## config.mk

```make
export PLATFORM = sky130hd
export DESIGN_NAME = vn_iblut_loader
export DESIGN_NICKNAME = d
export VERILOG_FILES = /design/src/rtl/memShare_ib_pkg.sv /design/src/rtl/ib_xor_csum.sv /design/src/rtl/vn_iblut_loader.sv
export SDC_FILE = /design/constraint.sdc
export NUM_CORES = 1
export LEC_CHECK = 0
export CAP_MARGIN = 20
export CORE_AREA = 3 3 54 56
export DETAILED_ROUTE_END_ITERATION = 12
export DIE_AREA = 0 0 57 59
export GPL_TIMING_DRIVEN = 0
export PLACE_DENSITY = 0.68
export SLEW_MARGIN = 30
export SYNTH_ARGS = -nofsm -noshare
export SYNTH_HDL_FRONTEND = slang
export SYNTH_SLANG_ARGS = --single-unit
```

## constraint.sdc

```tcl
create_clock -name sys_clk -period 2 [get_ports sys_clk]
set_input_delay 0.2 -clock sys_clk [delete_from_list [all_inputs] [get_ports sys_clk]]
set_output_delay 0.2 -clock sys_clk [all_outputs]
set_load 0.03 [all_outputs]
```

## src/rtl/memShare_ib_pkg.sv

```systemverilog
// Shared types and defaults for the VN IB-LUT loader family.
// Holds the loader FSM encoding, the default table length and the checksum width.
package memShare_ib_pkg;

  typedef enum logic [1:0] {
    ST_IDLE = 2'd0,
    ST_LOAD = 2'd1,
    ST_DONE = 2'd2
  } ib_state_t;

  localparam int VN_LOAD_CYCLE_DEF = 64;
  localparam int IB_CSUM_W         = 4;

endpackage

```

## src/rtl/ib_xor_csum.sv

```systemverilog
// XOR accumulator over accepted table entries; clear has priority over enable.
// Latency: one cycle from enable to updated acc. No backpressure (always accepts).
// Only built with IB_LOADER_CHECKSUM_EN.
`ifdef IB_LOADER_CHECKSUM_EN
module ib_xor_csum
  import memShare_ib_pkg::*;
#(
  parameter int W = IB_CSUM_W
) (
  input  logic         sys_clk,
  input  logic         rst,
  input  logic         clr,
  input  logic         en,
  input  logic [W-1:0] din,
  output logic [W-1:0] acc
);

  always_ff @(posedge sys_clk or posedge rst) begin
    if (rst) begin
      acc <= '0;
    end else if (clr) begin
      acc <= '0;
    end else if (en) begin
      acc <= acc ^ din;
    end
  end

endmodule
`endif

```

## src/rtl/vn_iblut_loader.sv

```systemverilog
// Fills a VN IB-LUT from a valid/ready stream, then returns the address port to the decoder.
// Latency: handshake -> registered write strobe next cycle; DONE 1+VN_LOAD_CYCLE cycles after start.
// Backpressure: ready only in LOAD; optional checksum ports under IB_LOADER_CHECKSUM_EN.
module vn_iblut_loader
  import memShare_ib_pkg::*;
#(
  parameter int ADDR_WIDTH    = 6,
  parameter int VN_LOAD_CYCLE = VN_LOAD_CYCLE_DEF,
  parameter int MSG_WIDTH     = 4
) (
  input  logic                  sys_clk,
  input  logic                  rst,
  input  logic                  load_start_i,
  input  logic [MSG_WIDTH-1:0]  lut_data_i,
  input  logic                  lut_valid_i,
  output logic                  lut_ready_o,
  input  logic [ADDR_WIDTH-1:0] map_addr_i,
  output logic [MSG_WIDTH-1:0]  remap_dataIn_o,
  output logic [ADDR_WIDTH-1:0] map_remap_addr_o,
  output logic                  remap_en_n_o,
  output logic                  busy_o,
  output logic                  load_done_o,
  output logic                  map_ready_o
`ifdef IB_LOADER_CHECKSUM_EN
  ,
  input  logic [MSG_WIDTH-1:0]  exp_csum_i,
  output logic                  load_err_o
`endif
);

  localparam logic [ADDR_WIDTH-1:0] LAST_IDX = ADDR_WIDTH'(VN_LOAD_CYCLE - 1);

  ib_state_t             state_q, state_d;
  logic [ADDR_WIDTH-1:0] cnt_q;
  logic [ADDR_WIDTH-1:0] wr_addr_q;
  logic [MSG_WIDTH-1:0]  wr_dat_q;
  logic                  wr_vld_q;
  logic                  map_ready_q;
  logic                  accept;
  logic                  start_load;
  logic                  csum_ok;

  always_ff @(posedge sys_clk or posedge rst) begin
    if (rst) begin
      state_q <= ST_IDLE;
    end else begin
      state_q <= state_d;
    end
  end

  always_comb begin
    state_d = state_q;
    unique case (state_q)
      ST_IDLE: if (load_start_i) state_d = ST_LOAD;
      ST_LOAD: if (accept && (cnt_q == LAST_IDX)) state_d = ST_DONE;
      ST_DONE: state_d = ST_IDLE;
      default: state_d = ST_IDLE;
    endcase
  end

  // Outside a load the decoder owns the address port combinationally.
  always_comb begin
    lut_ready_o      = 1'b0;
    busy_o           = 1'b0;
    load_done_o      = 1'b0;
    start_load       = 1'b0;
    map_remap_addr_o = wr_addr_q;
    unique case (state_q)
      ST_IDLE: begin
        map_remap_addr_o = map_addr_i;
        start_load       = load_start_i;
      end
      ST_LOAD: begin
        lut_ready_o = 1'b1;
        busy_o      = 1'b1;
      end
      ST_DONE: begin
        busy_o      = 1'b1;
        load_done_o = 1'b1;
      end
      default: map_remap_addr_o = map_addr_i;
    endcase
  end

  assign accept         = lut_ready_o & lut_valid_i;
  assign remap_dataIn_o = wr_dat_q;
  assign remap_en_n_o   = ~wr_vld_q;
  assign map_ready_o    = map_ready_q;

  // The counter saturates on the last index, so it can never wrap into a rewrite.
  always_ff @(posedge sys_clk or posedge rst) begin
    if (rst) begin
      cnt_q       <= '0;
      wr_addr_q   <= '0;
      wr_dat_q    <= '0;
      wr_vld_q    <= 1'b0;
      map_ready_q <= 1'b0;
    end else begin
      wr_vld_q <= accept;
      if (start_load) begin
        cnt_q       <= '0;
        map_ready_q <= 1'b0;
      end
      if (accept) begin
        wr_addr_q <= cnt_q;
        wr_dat_q  <= lut_data_i;
        if (cnt_q != LAST_IDX) begin
          cnt_q <= cnt_q + 1'b1;
        end
      end
      if (load_done_o) begin
        map_ready_q <= csum_ok;
      end
    end
  end

`ifdef IB_LOADER_CHECKSUM_EN
  logic [MSG_WIDTH-1:0] exp_csum_q;
  logic [MSG_WIDTH-1:0] csum_acc;
  logic                 load_err_q;

  ib_xor_csum #(
    .W (MSG_WIDTH)
  ) u_csum (
    .sys_clk (sys_clk),
    .rst     (rst),
    .clr     (start_load),
    .en      (accept),
    .din     (lut_data_i),
    .acc     (csum_acc)
  );

  // By DONE the accumulator already includes the final entry.
  always_ff @(posedge sys_clk or posedge rst) begin
    if (rst) begin
      exp_csum_q <= '0;
      load_err_q <= 1'b0;
    end else if (start_load) begin
      exp_csum_q <= exp_csum_i;
      load_err_q <= 1'b0;
    end else if (load_done_o) begin
      load_err_q <= (csum_acc != exp_csum_q);
    end
  end

  assign csum_ok    = (csum_acc == exp_csum_q);
  assign load_err_o = load_err_q;
`else
  assign csum_ok = 1'b1;
`endif

endmodule

```

==> impl_summary.log <==
[metrics] result of the run: complete, no violations
[metrics] floorplan core area: 2477 um2
[metrics] global-route wire length before repair: 3.284 mm
[metrics] critical path peak fanout: 3
[metrics] final std cell area, no fill: 1376 um2
[metrics] count of state elements after synthesis: 20
[metrics] Detailed Place HPWL: 1.447 mm
[metrics] std cell rows: 18
[metrics] via count of the first global-routing pass: 737
[metrics] Worst VDD drop: 0.001091 V
[metrics] Synth async-reset ratio: 1.000
[metrics] CP Data Arrival Time: 1720 ps
[metrics] number of top-level design ports: 29
[metrics] prevailing post-synth register cell: sky130_fd_sc_hd__dfrtp_1
[metrics] portion of the clock cycle consumed by the worst path in the final layout: 0.9575
[metrics] required time at the endpoint of the critical path: 1800 ps
[metrics] gpl congestion: 0.8000
[metrics] Slew headroom: 0.4959
[metrics] multi-input logic area: 476.7 um2
[metrics] final antenna diode count: 0
[metrics] cell count after placement: 140
[metrics] dominant cells by area after synthesis: sky130_fd_sc_hd__dfrtp_1 (50%), sky130_fd_sc_hd__mux2_2 (20%), sky130_fd_sc_hd__ha_1 (7.5%)
[metrics] CTS tree: yes
[metrics] length of routed met2 wiring: 1.048 mm
[metrics] die outline area: 3363 um2
[metrics] number of max-capacitance violations reported: 0
[metrics] syn nets: 102
[metrics] largest net degree at the start of global routing: 21
[metrics] mean instance size in the synthesized netlist: 12.15 um2
[metrics] initial antenna violation count: 0
[metrics] Worst Max-Slew Pin Slew: 755.3 ps
[metrics] clock insertion delay at the later pin of the skew report: 300 ps
[metrics] Pwr per Cell Area: 1601 nW/um2
[metrics] remaining design rule violation count: 0
[metrics] post-DR wirelength/cell: 13.40 um
[metrics] die width: 57 um
[metrics] master cell of the clock root buffer: sky130_fd_sc_hd__clkbuf_4
[metrics] antenna violation net count after detailed routing: 0
[metrics] critical path start-end classification: register to primary output
[metrics] Routed met1 length: 839 um
[metrics] sequential-to-total area share from yosys stat: 0.5025
[metrics] Gate Count Post-Synth: 82
[metrics] Synth-to-Final Area Change: 38.19%
[metrics] number of buffers inserted during clock tree synthesis: 3
[metrics] initial detailed-routing violation count: 1
[metrics] overflow left after global routing: 0
[metrics] Reg area: 500.5 um2
[metrics] number of synthesized flops with an enable pin: 0
[metrics] initial standard-cell utilization of the core: 0.4020
[metrics] vertical die dimension: 59 um
[metrics] synthesized area: 996.0 um2
[metrics] dominant delay contributor by cell family on the critical path: buffers and inverters
[metrics] worst-case clock skew: 13.30 ps
[metrics] Final Instance Count excl. Fillers: 146
[metrics] number of H-tree branching levels: 1
[metrics] Port Buffers: 28
[metrics] Via-to-Cell Ratio: 4.918
[metrics] post-layout net count: 137
[metrics] highest metal layer with signal wires: met4
[metrics] maximum buffer depth of the clock tree: 2
[metrics] crit path buf inv count: 2
[metrics] final sum of negative setup slack: 0 ps
[metrics] total number of vias: 718
[metrics] Setup crit start kind: register
[metrics] ratio of cells with drive above 1 in the final layout: 0.3276
[metrics] count of yosys warnings during synthesis: 0
[metrics] total placed instance area: 1314 um2
[metrics] Final Hold Vio Count: 0
[metrics] number of slew-limit violations in the final report: 0
[metrics] global routing usage summed across all routing layers: 0.1249
[metrics] largest area contributor in the synthesized netlist: sky130_fd_sc_hd__dfrtp_1
[metrics] Filler cells: 236
[metrics] count of endpoints failing setup in the final report: 0
[metrics] critical path cell sequence: inv_1, ha_1, clkdlybuf4s50_1
[metrics] clock period minus final worst setup slack: 1915 ps
[metrics] Yosys cell types: 24
[metrics] Routed Wire Length: 1.956 mm
[metrics] most common library cells after synthesis: sky130_fd_sc_hd__dfrtp_1 (20), sky130_fd_sc_hd__mux2_2 (18), sky130_fd_sc_hd__ha_1 (6), sky130_fd_sc_hd__inv_1 (6), sky130_fd_sc_hd__nand2_1 (6)
[metrics] DR WL met3: 50 um
[metrics] register clock-pin slew on the reported worst setup and hold paths: 120 ps
[metrics] overall power consumption: 2.204 mW
[metrics] area fraction of the dominant cell type after synthesis: 0.5025
[metrics] final-layout worst hold slack: 312.5 ps
[metrics] Critical Path End Type: primary output
[metrics] leakage power of the design: 0.6481 nW
[metrics] highest-delay cell along the critical path: sky130_fd_sc_hd__clkdlybuf4s50_1
[metrics] cell with the most instances after synthesis: sky130_fd_sc_hd__dfrtp_1
[metrics] detailed-router iteration count before antenna repair: 4
[metrics] stage delay of the slowest cell on the critical path: 680 ps
[metrics] RSZ-0062 raised after global routing: no
[metrics] Sink Count: 20
[metrics] type of the worst min-delay path: input port to asynchronous set/reset pin
[metrics] achievable frequency: 0.5222 GHz
==> report_power, final <==
part | switching, mW | leakage (nW) | total [mW] | internal [mW]
registers | 0.0815 | 0.261 | 0.612 | 0.530
logic | 0.683 | 0.359 | 1.26 | 0.581
clock network | 0.126 | 0.0279 | 0.329 | 0.203
total | 0.890 | 0.648 | 2.20 | 1.31
==> timing repair <==
| item | 4_1_cts | 5_1_grt |
|---|---|---|
| endpoints found under the setup margin | 6 | 8 |
| gates resized for setup | 33 | 3 |
| buffers inserted | 1 | 1 |
| hold buffers | 0 | 0 |
==> path summary, 6_finish.rpt <==
kind	from	to	slack, ps	cells past startpoint
worst max register to register	state_q[1]	remap_dataIn_o[2]	260	6
min in group sys_clk	map_ready_o	map_ready_o	490	1
worst min-delay path	rst	wr_vld_q	310	2
worst max-delay path	state_q[0]	load_done_o	80	3
max in group asynchronous	rst	state_q[0]	1200	2
worst min register to register	map_ready_o	map_ready_o	490	1
==> sequential cells by signal, summed over array words and instances, names as in the netlist <==
register and cells:
remap_dataIn_o 4, wr_vld_q 1, wr_addr_q 6, state_q 2
map_ready_o 1, cnt_q 6
==> area by class of cell <==
| class | count | area share |
|---|---|---|
| Sequential cell | 20 | 0.3636 |
| Inverter | 6 | 0.01636 |
| Clock buffer | 3 | 0.01636 |
| Timing Repair Buffer | 30 | 0.1945 |
| Buffer | 2 | 0.01364 |
| Clock inverter | 1 | 0.02182 |
| Tap cell | 30 | 0.02727 |
| Multi-Input combinational cell | 54 | 0.3464 |
==> through the flow <==
stage	worst slack (ps)	utilization
after detailed placement	-356.5	0.5303
final	84.93	0.5556
after CTS	5.140	0.5465
after global routing	16.02	0.5556
after floorplan	160.4	-
after global placement	-327.8	0.5303
==> layer usage <==
| layer | vias up | GRT usage |
|---|---|---|
| met5 | - | 0 |
| met4 | 0 | 0.06623 |
| met3 | 2 | 0.01743 |
| met2 | 9 | 0.2055 |
| met1 | 350 | 0.1602 |
| li1 | 357 | - |
==> worst reg2reg max path, stage by stage (launching register included) <==
cell	delay [ps]
sky130_fd_sc_hd__dfrtp_1	420
sky130_fd_sc_hd__inv_2	110
sky130_fd_sc_hd__ha_1	220
sky130_fd_sc_hd__nand2_1	140
sky130_fd_sc_hd__inv_1	150
sky130_fd_sc_hd__buf_2	260
sky130_fd_sc_hd__mux2_2	360
==> layout by cell type, fill, tap and decap left out, drive strengths merged, types with 2 or more instances in the layout <==
cell | netlist | layout
clkdlybuf4s50 | 0 | 21
mux2 | 18 | 18
dfrtp | 20 | 20
ha | 6 | 6
inv | 6 | 6
o211ai | 2 | 2
o21ai | 5 | 5
clkbuf | 1 | 4
buf | 1 | 9
a22o | 2 | 2
nand2 | 6 | 6
nand3 | 4 | 4
==> kinds of logic (layout without fill, tap and decap cells) <==
| family | Yosys count | after routing | synth area share |
|---|---|---|---|
| flip-flops | 20 | 20 | 0.5025 |
| multiplexers | 19 | 19 | 0.2136 |
| AND/OR/NAND/NOR | 15 | 15 | 0.07413 |
| AO/OA/AOI/OAI | 12 | 12 | 0.08544 |
| buffers and inverters | 8 | 42 | 0.03140 |
| adder cells (fa/ha/maj) | 6 | 6 | 0.07537 |
| XOR/XNOR | 2 | 2 | 0.01759 |
Power figures use the tool's default switching activity.
